`config.mk`:
```
export PLATFORM = sky130hd
export DESIGN_NAME = pixel_stream_proc
export DESIGN_NICKNAME = d
export VERILOG_FILES = /design/src/rtl/pixel_stream_proc.sv
export SDC_FILE = /design/constraint.sdc
export NUM_CORES = 1
export LEC_CHECK = 0
export ABC_AREA = 1
export CAP_MARGIN = 20
export CORE_MARGIN = 2
export CORE_UTILIZATION = 45
export CTS_CLUSTER_SIZE = 28
export DETAILED_ROUTE_END_ITERATION = 10
export MAX_ROUTING_LAYER = met4
export PLACE_DENSITY = 0.65
export SLEW_MARGIN = 25
export SYNTH_ARGS = -nofsm -noshare
export SYNTH_HDL_FRONTEND = slang
export SYNTH_SLANG_ARGS = --single-unit
```
`constraint.sdc`:
```
create_clock -name HCLK -period 21 [get_ports HCLK]
set_clock_uncertainty 0.05 [all_clocks]
set_input_delay 4.2 -clock HCLK [delete_from_list [all_inputs] [get_ports HCLK]]
set_output_delay 4.2 -clock HCLK [all_outputs]
set_load 0.005 [all_outputs]
```
`src/rtl/pixel_stream_proc.sv`:
```
// pixel_stream_proc: streaming RGB point-operation engine with line/frame sideband.
module pixel_stream_proc #(
  parameter int WIDTH = 768,
  parameter int HEIGHT = 512,
  parameter int DW = 8,
  parameter int LANES = 2,
  parameter logic [2:0] MODE_DEF = 3'd0
) (
  input  logic                    HCLK,
  input  logic                    HRESETn,
  input  logic [2:0]              cfg_mode,
  input  logic [DW-1:0]           cfg_value,
  input  logic [DW-1:0]           cfg_thr,
  input  logic                    in_valid,
  output logic                    in_ready,
  input  logic [LANES*3*DW-1:0]   in_data,
  input  logic                    in_sof,
  input  logic                    in_eol,
  output logic                    out_valid,
  input  logic                    out_ready,
  output logic [LANES*3*DW-1:0]   out_data,
  output logic                    out_sof,
  output logic                    out_eol,
  output logic                    out_eof,
  output logic                    err_len,
  output logic                    frame_done
);
  localparam int BPL = WIDTH / LANES;
  localparam int CW = BPL > 1 ? $clog2(BPL) : 1;
  localparam int RW = HEIGHT > 1 ? $clog2(HEIGHT) : 1;
  localparam logic [CW-1:0] COL_LAST = CW'(BPL - 1);
  localparam logic [RW-1:0] ROW_LAST = RW'(HEIGHT - 1);
  localparam logic [DW-1:0] MAX = '1;

  logic en, acc, col_end, len_bad, beat_eof, wrap;
  logic [CW-1:0] col, cur_col;
  logic [RW-1:0] row, cur_row;
  logic [2:0] mode_q, mode;
  logic [DW-1:0] value_q, thr_q, value, thr;
  logic [LANES*3*DW-1:0] res, s1_data;
  logic s1_valid, s1_sof, s1_eol, s1_eof;

  function automatic logic [3*DW-1:0] px_op(input logic [2:0] m, input logic [3*DW-1:0] p,
                                            input logic [DW-1:0] v, input logic [DW-1:0] t);
    logic [DW+1:0] sum, q;
    logic [DW-1:0] avg, y;
    logic [DW:0] add;
    sum = {2'b00, p[2*DW +: DW]} + {2'b00, p[DW +: DW]} + {2'b00, p[0 +: DW]};
    q = sum / (DW+2)'(3);
    avg = q[DW-1:0];
    px_op = p;
    for (int c = 0; c < 3; c++) begin
      y = p[c*DW +: DW];
      add = {1'b0, y} + {1'b0, v};
      px_op[c*DW +: DW] = m == 3'd1 ? (add[DW] ? MAX : add[DW-1:0]) :
                          m == 3'd2 ? (y > v ? y - v : '0) :
                          m == 3'd3 ? MAX - avg :
                          m == 3'd4 ? (avg > t ? MAX : '0) : y;
    end
  endfunction

  assign en = ~out_valid | out_ready;
  assign in_ready = en;
  assign acc = in_valid & en;

  // A start-of-frame beat is always col 0 / row 0 and uses the config presented with it.
  assign cur_col = in_sof ? '0 : col;
  assign cur_row = in_sof ? '0 : row;
  assign col_end = cur_col == COL_LAST;
  assign len_bad = in_eol != col_end;
  assign wrap = in_eol | col_end;
  assign beat_eof = col_end & (cur_row == ROW_LAST);
  assign mode = in_sof ? cfg_mode : mode_q;
  assign value = in_sof ? cfg_value : value_q;
  assign thr = in_sof ? cfg_thr : thr_q;

  for (genvar k = 0; k < LANES; k++) begin : g_lane
    assign res[k*3*DW +: 3*DW] = px_op(mode, in_data[k*3*DW +: 3*DW], value, thr);
  end

  always_ff @(posedge HCLK) begin
    if (!HRESETn) begin
      s1_valid <= 1'b0;
      s1_data <= '0;
      s1_sof <= 1'b0;
      s1_eol <= 1'b0;
      s1_eof <= 1'b0;
      out_valid <= 1'b0;
      out_data <= '0;
      out_sof <= 1'b0;
      out_eol <= 1'b0;
      out_eof <= 1'b0;
      err_len <= 1'b0;
      frame_done <= 1'b0;
      col <= '0;
      row <= '0;
      mode_q <= MODE_DEF;
      value_q <= '0;
      thr_q <= '0;
    end else begin
      err_len <= acc & len_bad;
      frame_done <= out_valid & out_ready & out_eof;
      if (en) begin
        s1_valid <= in_valid;
        s1_data <= res;
        s1_sof <= in_valid & in_sof;
        s1_eol <= in_valid & in_eol;
        s1_eof <= in_valid & beat_eof;
        out_valid <= s1_valid;
        out_data <= s1_data;
        out_sof <= s1_sof;
        out_eol <= s1_eol;
        out_eof <= s1_eof;
      end
      if (acc) begin
        col <= wrap ? '0 : cur_col + CW'(1);
        row <= wrap ? (cur_row == ROW_LAST ? '0 : cur_row + RW'(1)) : cur_row;
        if (in_sof) begin
          mode_q <= cfg_mode;
          value_q <= cfg_value;
          thr_q <= cfg_thr;
        end
      end
    end
  end
endmodule
```
==> results.tsv, run 1 <==
metric	value	unit
core footprint	0.0288	mm2
Seq/Total Area, Yosys	21.7	%
syn nets	2156	
synthesized cell area	0.0132	mm2
Die Ht	175	um
clock sink count	143	
crit-path max FO	17	
initial core utilization	45.8	%
synth warn	0	
IO buf count	127	
CTS tree	yes	
Power Dens Cells	89.7	mW/mm2
CP max stage delay	0.59	ns
CP arrival	11.31	ns
drt pass-1 iters	5	
number of global-route vias before repair	12000	
share of layout cells above drive strength 1	7.38	%
top cells by count, synth	inv_1 (264), o21ai_0 (252), nand2_1 (238)	
total gr overflow	0	
GR Util All Layers	28.6	%
Slowest-stage cell, CP	clkdlybuf4s50_1	
largest cells by area after synthesis	dfxtp_1 (22%), ha_1 (13%), o21ai_0 (9.6%), inv_1 (7.5%), a21oi_1 (7.3%)	
Crit path required time	21.22	ns
post-DR vias/cell	5.46	
number of synthesized flops with an enable pin	0	
H-tree depth	4	
CTS Buffer Depth	2	
# setup viols final	0	
final hold viol count	0	
max_slew headroom	27.5	%
Peak VDD IR	72.5	uV
syn_area_per_cell	6.86	um2
# DRC	0	
crit path capture type	flip-flop	
initial DRC count	1134	
Netlist cell types	50	
Worst-Skew Late Latency	0.42	ns
HP Start	row[4]	
crit share post-route	52.8	%
initial antenna violation count	1	
cell row count	62	
largest net degree at the start of global routing	120	
Core Util, Final	53.1	%
Setup TNS Final	0	ns
Critical R2R Launch	mode_q[0]	
Routed Antenna Nets	0	
Static Leak	0.00724	uW
post-synth top area share	21.7	%
area of the die	0.0307	mm2
actual slew at the worst max-slew pin	1.08	ns
Most used DFF post-synth	dfxtp_1	
status	finished clean	
Clock transition at path regs	0.06	ns
CTS root buf	clkbuf_16	
most common cell in the netlist	inv_1	
fin crit period	11.09	ns
DP Wirelength	32300	um
maxcap violations	0	
Design Power	1370	uW
IO Count	128	
Crit. Startpoint	in_data[25]	
most frequent CP cell	nand3_1	
critical path startpoint category	input port	
drt total wl	42500	um
worst setup path class	in2reg	
routability cong.	0.985	
# hold bufs at CTS	0	
Slew Limit Fails	0	
post-CTS setup repair buffer count	0	
FFs w/ async S/R, synth	0	%
area grow syn2layout	16.0	%
Post-Syn Instances	1921	
Final #Nets	2242	
#FFs+latches synth	143	
global-route wire length before repair	67100	um
Max Fclk	90.2	MHz
routed length per placed instance	17.7	um
via count	13100	
CTS buffer count	17	
post-CTS resize count	0	
die width	175	um
RSZ-0062 raised after global routing	no	
Tightest Hold Check Type	reg2reg	
area leader, netlist	dfxtp_1	
-- through the flow --
step	cell area [um2]	worst slack (ns)	hold slack, ns	std cells
3_3_place_gp	14700	9.91	0.398	2371
4_1_cts	15200	10.04	0.409	2403
6_report	15300	9.91	0.414	2405
5_1_grt	15300	9.20	0.431	2405
3_5_place_dp	14700	9.64	0.406	2371
2_1_floorplan	13200	11.22	0.391	1921
-- layout make-up --
type	instances	area, um2
fillers	2884	13500
multi-input cells	1420	8930
clock inverters	13	91.3
well taps	384	480
clock buffers	19	443
flip-flops and latches	143	2860
repair buffers	148	1440
inverters	277	1040
diodes	1	2.50
-- report_power, final --
| group | total (uW) | internal [uW] | switching [uW] |
|---|---|---|---|
| registers | 322 | 303 | 18.5 |
| clock network | 276 | 154 | 122 |
| logic | 774 | 284 | 490 |
-- path summary, 6_finish.rpt --
check | endpoint | slack, ns | depth (start not counted)
setup reg to reg | s1_data[47] | 16.87 | 13
hold / removal | row[4] | 0.41 | 2
setup / recovery | s1_data[47] | 9.91 | 44
hold reg to reg | row[4] | 0.41 | 2
-- registers in the layout (all words and copies together) (netlist names), 3 cells and up --
name and count:
col 9, mode_q 3, out_data 48, row 9, s1_data 48, thr_q 8
value_q 8
-- kinds of logic (layout without fill, tap and decap cells) --
kind of cell / Yosys count / after routing / share of synthesized area, %
adders and majority gates: 162 / 162 / 17.1
DFF: 143 / 143 / 21.7
AOI/OAI and AO/OA: 592 / 592 / 25.3
xor gates and xnor gates: 61 / 61 / 4.05
buffers and inverters: 358 / 457 / 10.8
muxes: 7 / 7 / 0.532
other: 0 / 1 / 0
and+or+nand+nor: 598 / 598 / 20.5
-- metal layers --
layer  up-vias  wire, um  global-route usage (%)
met5         -         0                       -
met4         0      1060                    8.23
met3        70      3430                    6.03
met2       481     17600                    40.7
met1      5998     20400                    40.5
li1       6590         -                       -
-- cell usage in the layout (no fill, tap or decap), types with 13 or more instances in the layout --
| master | instances |
|---|---|
| a21oi_1 | 191 |
| a22oi_1 | 25 |
| buf_4 | 20 |
| clkbuf_16 | 17 |
| clkdlybuf4s50_1 | 126 |
| dfxtp_1 | 143 |
| fa_1 | 30 |
| ha_1 | 132 |
| inv_1 | 262 |
| inv_2 | 13 |
| nand2_1 | 238 |
| nand2_2 | 20 |
| nand3_1 | 78 |
| nand3_2 | 13 |
| nand4_1 | 19 |
| nor2_1 | 169 |
| nor3_1 | 15 |
| o21ai_0 | 249 |
| o21ai_1 | 14 |
| o21bai_1 | 50 |
| or2_2 | 14 |
| xor2_1 | 49 |
-- worst max-delay path: cells and delay by family --
family                   cells  cell delay, ns
AND/OR/NAND/NOR             21            2.17
AO/OA/AOI/OAI               11            1.99
adder cells (fa/ha/maj)      5            1.55
buffers and inverters        7            1.39
(Power assumes the default switching activity.)
==> run 2, diff against run 1 <==
--- a/config.mk
+++ b/config.mk
@@ -12,7 +12,7 @@
 export CTS_CLUSTER_SIZE = 28
 export DETAILED_ROUTE_END_ITERATION = 10
 export MAX_ROUTING_LAYER = met4
-export PLACE_DENSITY = 0.65
+export PLACE_DENSITY = 0.68
 export SLEW_MARGIN = 25
 export SYNTH_ARGS = -nofsm -noshare
 export SYNTH_HDL_FRONTEND = slang
==> constraint.sdc (replaced) <==
create_clock -name HCLK -period 9 [get_ports HCLK]
set_clock_uncertainty 0.05 [all_clocks]
set_input_delay 1.8 -clock HCLK [delete_from_list [all_inputs] [get_ports HCLK]]
set_output_delay 1.8 -clock HCLK [all_outputs]
set_load 0.005 [all_outputs]
==> run 2 against run 1 <==
  * Sequential power rose by 130%
  * Critical path type unchanged
  * Utilization rose by 0.41 points
  * Register-to-register slack got worse by 12 ns
==> results.tsv, run 2 (same netlist as run 1, synthesis figures left out) <==
metric	value	unit	change
CTS Buffer Depth	2		unchanged
Power Dens Cells	217	mW/mm2	was 89.7 mW/mm2
Peak VDD IR	198	uV	was 72.5 uV
CTS tree	yes		unchanged
drt pass-1 iters	5		unchanged
post-CTS resize count	0		unchanged
Routed Antenna Nets	0		unchanged
multi-input logic area	0.00893	mm2	about the same
# DRC	0		unchanged
initial DRC count	1284		was 1134
post-CTS setup repair buffer count	0		unchanged
CTS root buf	clkbuf_16		unchanged
Slew Limit Fails	0		unchanged
cell row count	62		unchanged
Slowest-stage cell, CP	clkdlybuf4s50_1		unchanged
crit share post-route	93.9	%	
hold slack	0.414	ns	about the same
fin crit period	8.45	ns	
final hold viol count	0		unchanged
Worst-Skew Late Latency	0.43	ns	was 0.42 ns
crit path capture type	flip-flop		unchanged
worst setup path class	in2reg		unchanged
critical path startpoint category	input port		unchanged
Fillers	2830		was 2884
Crit path required time	9.32	ns	was 21.22 ns
max_slew headroom	30.4	%	was 27.5%
CP max stage delay	0.60	ns	was 0.59 ns
Max Fclk	118	MHz	
largest net degree at the start of global routing	120		unchanged
initial antenna violation count	0		was 1
top flop regs	out_data (48), s1_data (48)		unchanged
actual slew at the worst max-slew pin	1.04	ns	was 1.08 ns
status	finished clean		unchanged
GR Util All Layers	29.2	%	was 28.6%
share of layout cells above drive strength 1	7.65	%	was 7.38%
die width	175	um	unchanged
# setup viols final	0		unchanged
commonest cells after routing, fill and taps aside	inv_1 (262), o21ai_0 (249), nand2_1 (238)		unchanged
# hold bufs at CTS	0		unchanged
Die Ht	175	um	unchanged
area occupied by registers	0.00286	mm2	unchanged
routability cong.	0.986		was 0.985
routed length per placed instance	18.0	um	was 17.7 um
clock sink count	143		unchanged
DP Wirelength	33000	um	was 32300 um
IO buf count	127		unchanged
Static Leak	0.00731	uW	was 0.00724 uW
H-tree depth	4		unchanged
via count	13300		was 13.1k
number of global-route vias before repair	12700		was 12.0k
post-DR vias/cell	5.53		was 5.46
drt total wl	43500	um	was 42500 um
total gr overflow	0		unchanged
most common cell after layout, fill and taps aside	inv_1		unchanged
Clock transition at path regs	0.07	ns	was 0.06 ns
maxcap violations	0		unchanged
RSZ-0062 raised after global routing	yes		was no
Final #Nets	2249		was 2242
initial core utilization	45.8	%	unchanged
Tightest Hold Check Type	reg2reg		unchanged
Setup TNS Final	0	ns	unchanged
core footprint	0.0288	mm2	unchanged
CP arrival	8.77	ns	was 11.31 ns
IO Count	128		unchanged
area of the die	0.0307	mm2	unchanged
global-route wire length before repair	69000	um	was 67100 um
CTS buffer count	17		unchanged
area grow syn2layout	16.9	%	was 16.0%
diode count	0		was 1
crit-path max FO	8		was 17
run 2: changes by cell type in the layout (fill, tap and decap cells not counted), moves of 3 or more:
| cell | previous run | this run |
|---|---|---|
| clkinv_2 | 6 | 1 |
| buf_4 | 20 | 26 |
| clkinv_4 | 3 | 0 |
| inv_8 | 0 | 8 |
run 2: path summary, 6_finish.rpt:
kind / slack (ns) / endpoint / start / cells after the start
worst max register to register: 4.94 / s1_data[25] / value_q[0] / 17
worst max-delay path: 0.55 / s1_data[27] / in_data[25] / 42
worst min register to register: 0.41 / s1_sof / s1_sof / 2
worst min-delay path: 0.41 / s1_sof / s1_sof / 2
run 2: area by class of cell:
cell class	count	area share, %
multi-input cells	1421	58.0
flip-flops and latches	143	18.6
repair buffers	154	9.56
inverters	277	6.75
well taps	384	3.12
clock buffers	18	2.85
clock inverters	14	1.19
run 2: worst max-delay path: cells and delay by family:
| family | cells | cell delay, ns |
|---|---|---|
| AND/OR/NAND/NOR | 17 | 2.09 |
| buffers and inverters | 6 | 1.17 |
| adder cells (fa/ha/maj) | 5 | 1.55 |
| AO/OA/AOI/OAI | 14 | 2.13 |
run 2: per-layer routing:
metal | global-route usage (%) | vias up | share of wire [%]
li1 | - | 6604 | -
met1 | 39.2 | 6134 | 45
met2 | 44.3 | 498 | 43
met3 | 5.27 | 87 | 7.9
met4 | 9.93 | 0 | 3.4
met5 | - | - | 0
run 2: through the flow:
stage                     power [uW]  cell area [um2]  setup WS (ns)  utilization [%]  cells
after floorplan                 2080            13200           1.62                -   1921
after global placement          2510            14800          0.390             51.3   2378
after detailed placement        2560            14800         0.0720             51.3   2378
after CTS                       3320            15400          0.462             53.5   2410
after global routing            3620            15400        0.00480             53.5   2411
final                           3340            15400          0.546             53.5   2411
run 2: report_power, final:
group / switching [uW] / total (uW) / internal (uW) / leakage [uW]
logic: 1170 / 1840 / 671 / 0.00583
clock network: 321 / 755 / 434 / 0.000307
registers: 41.4 / 749 / 708 / 0.00118
total: 1530 / 3340 / 1810 / 0.00731
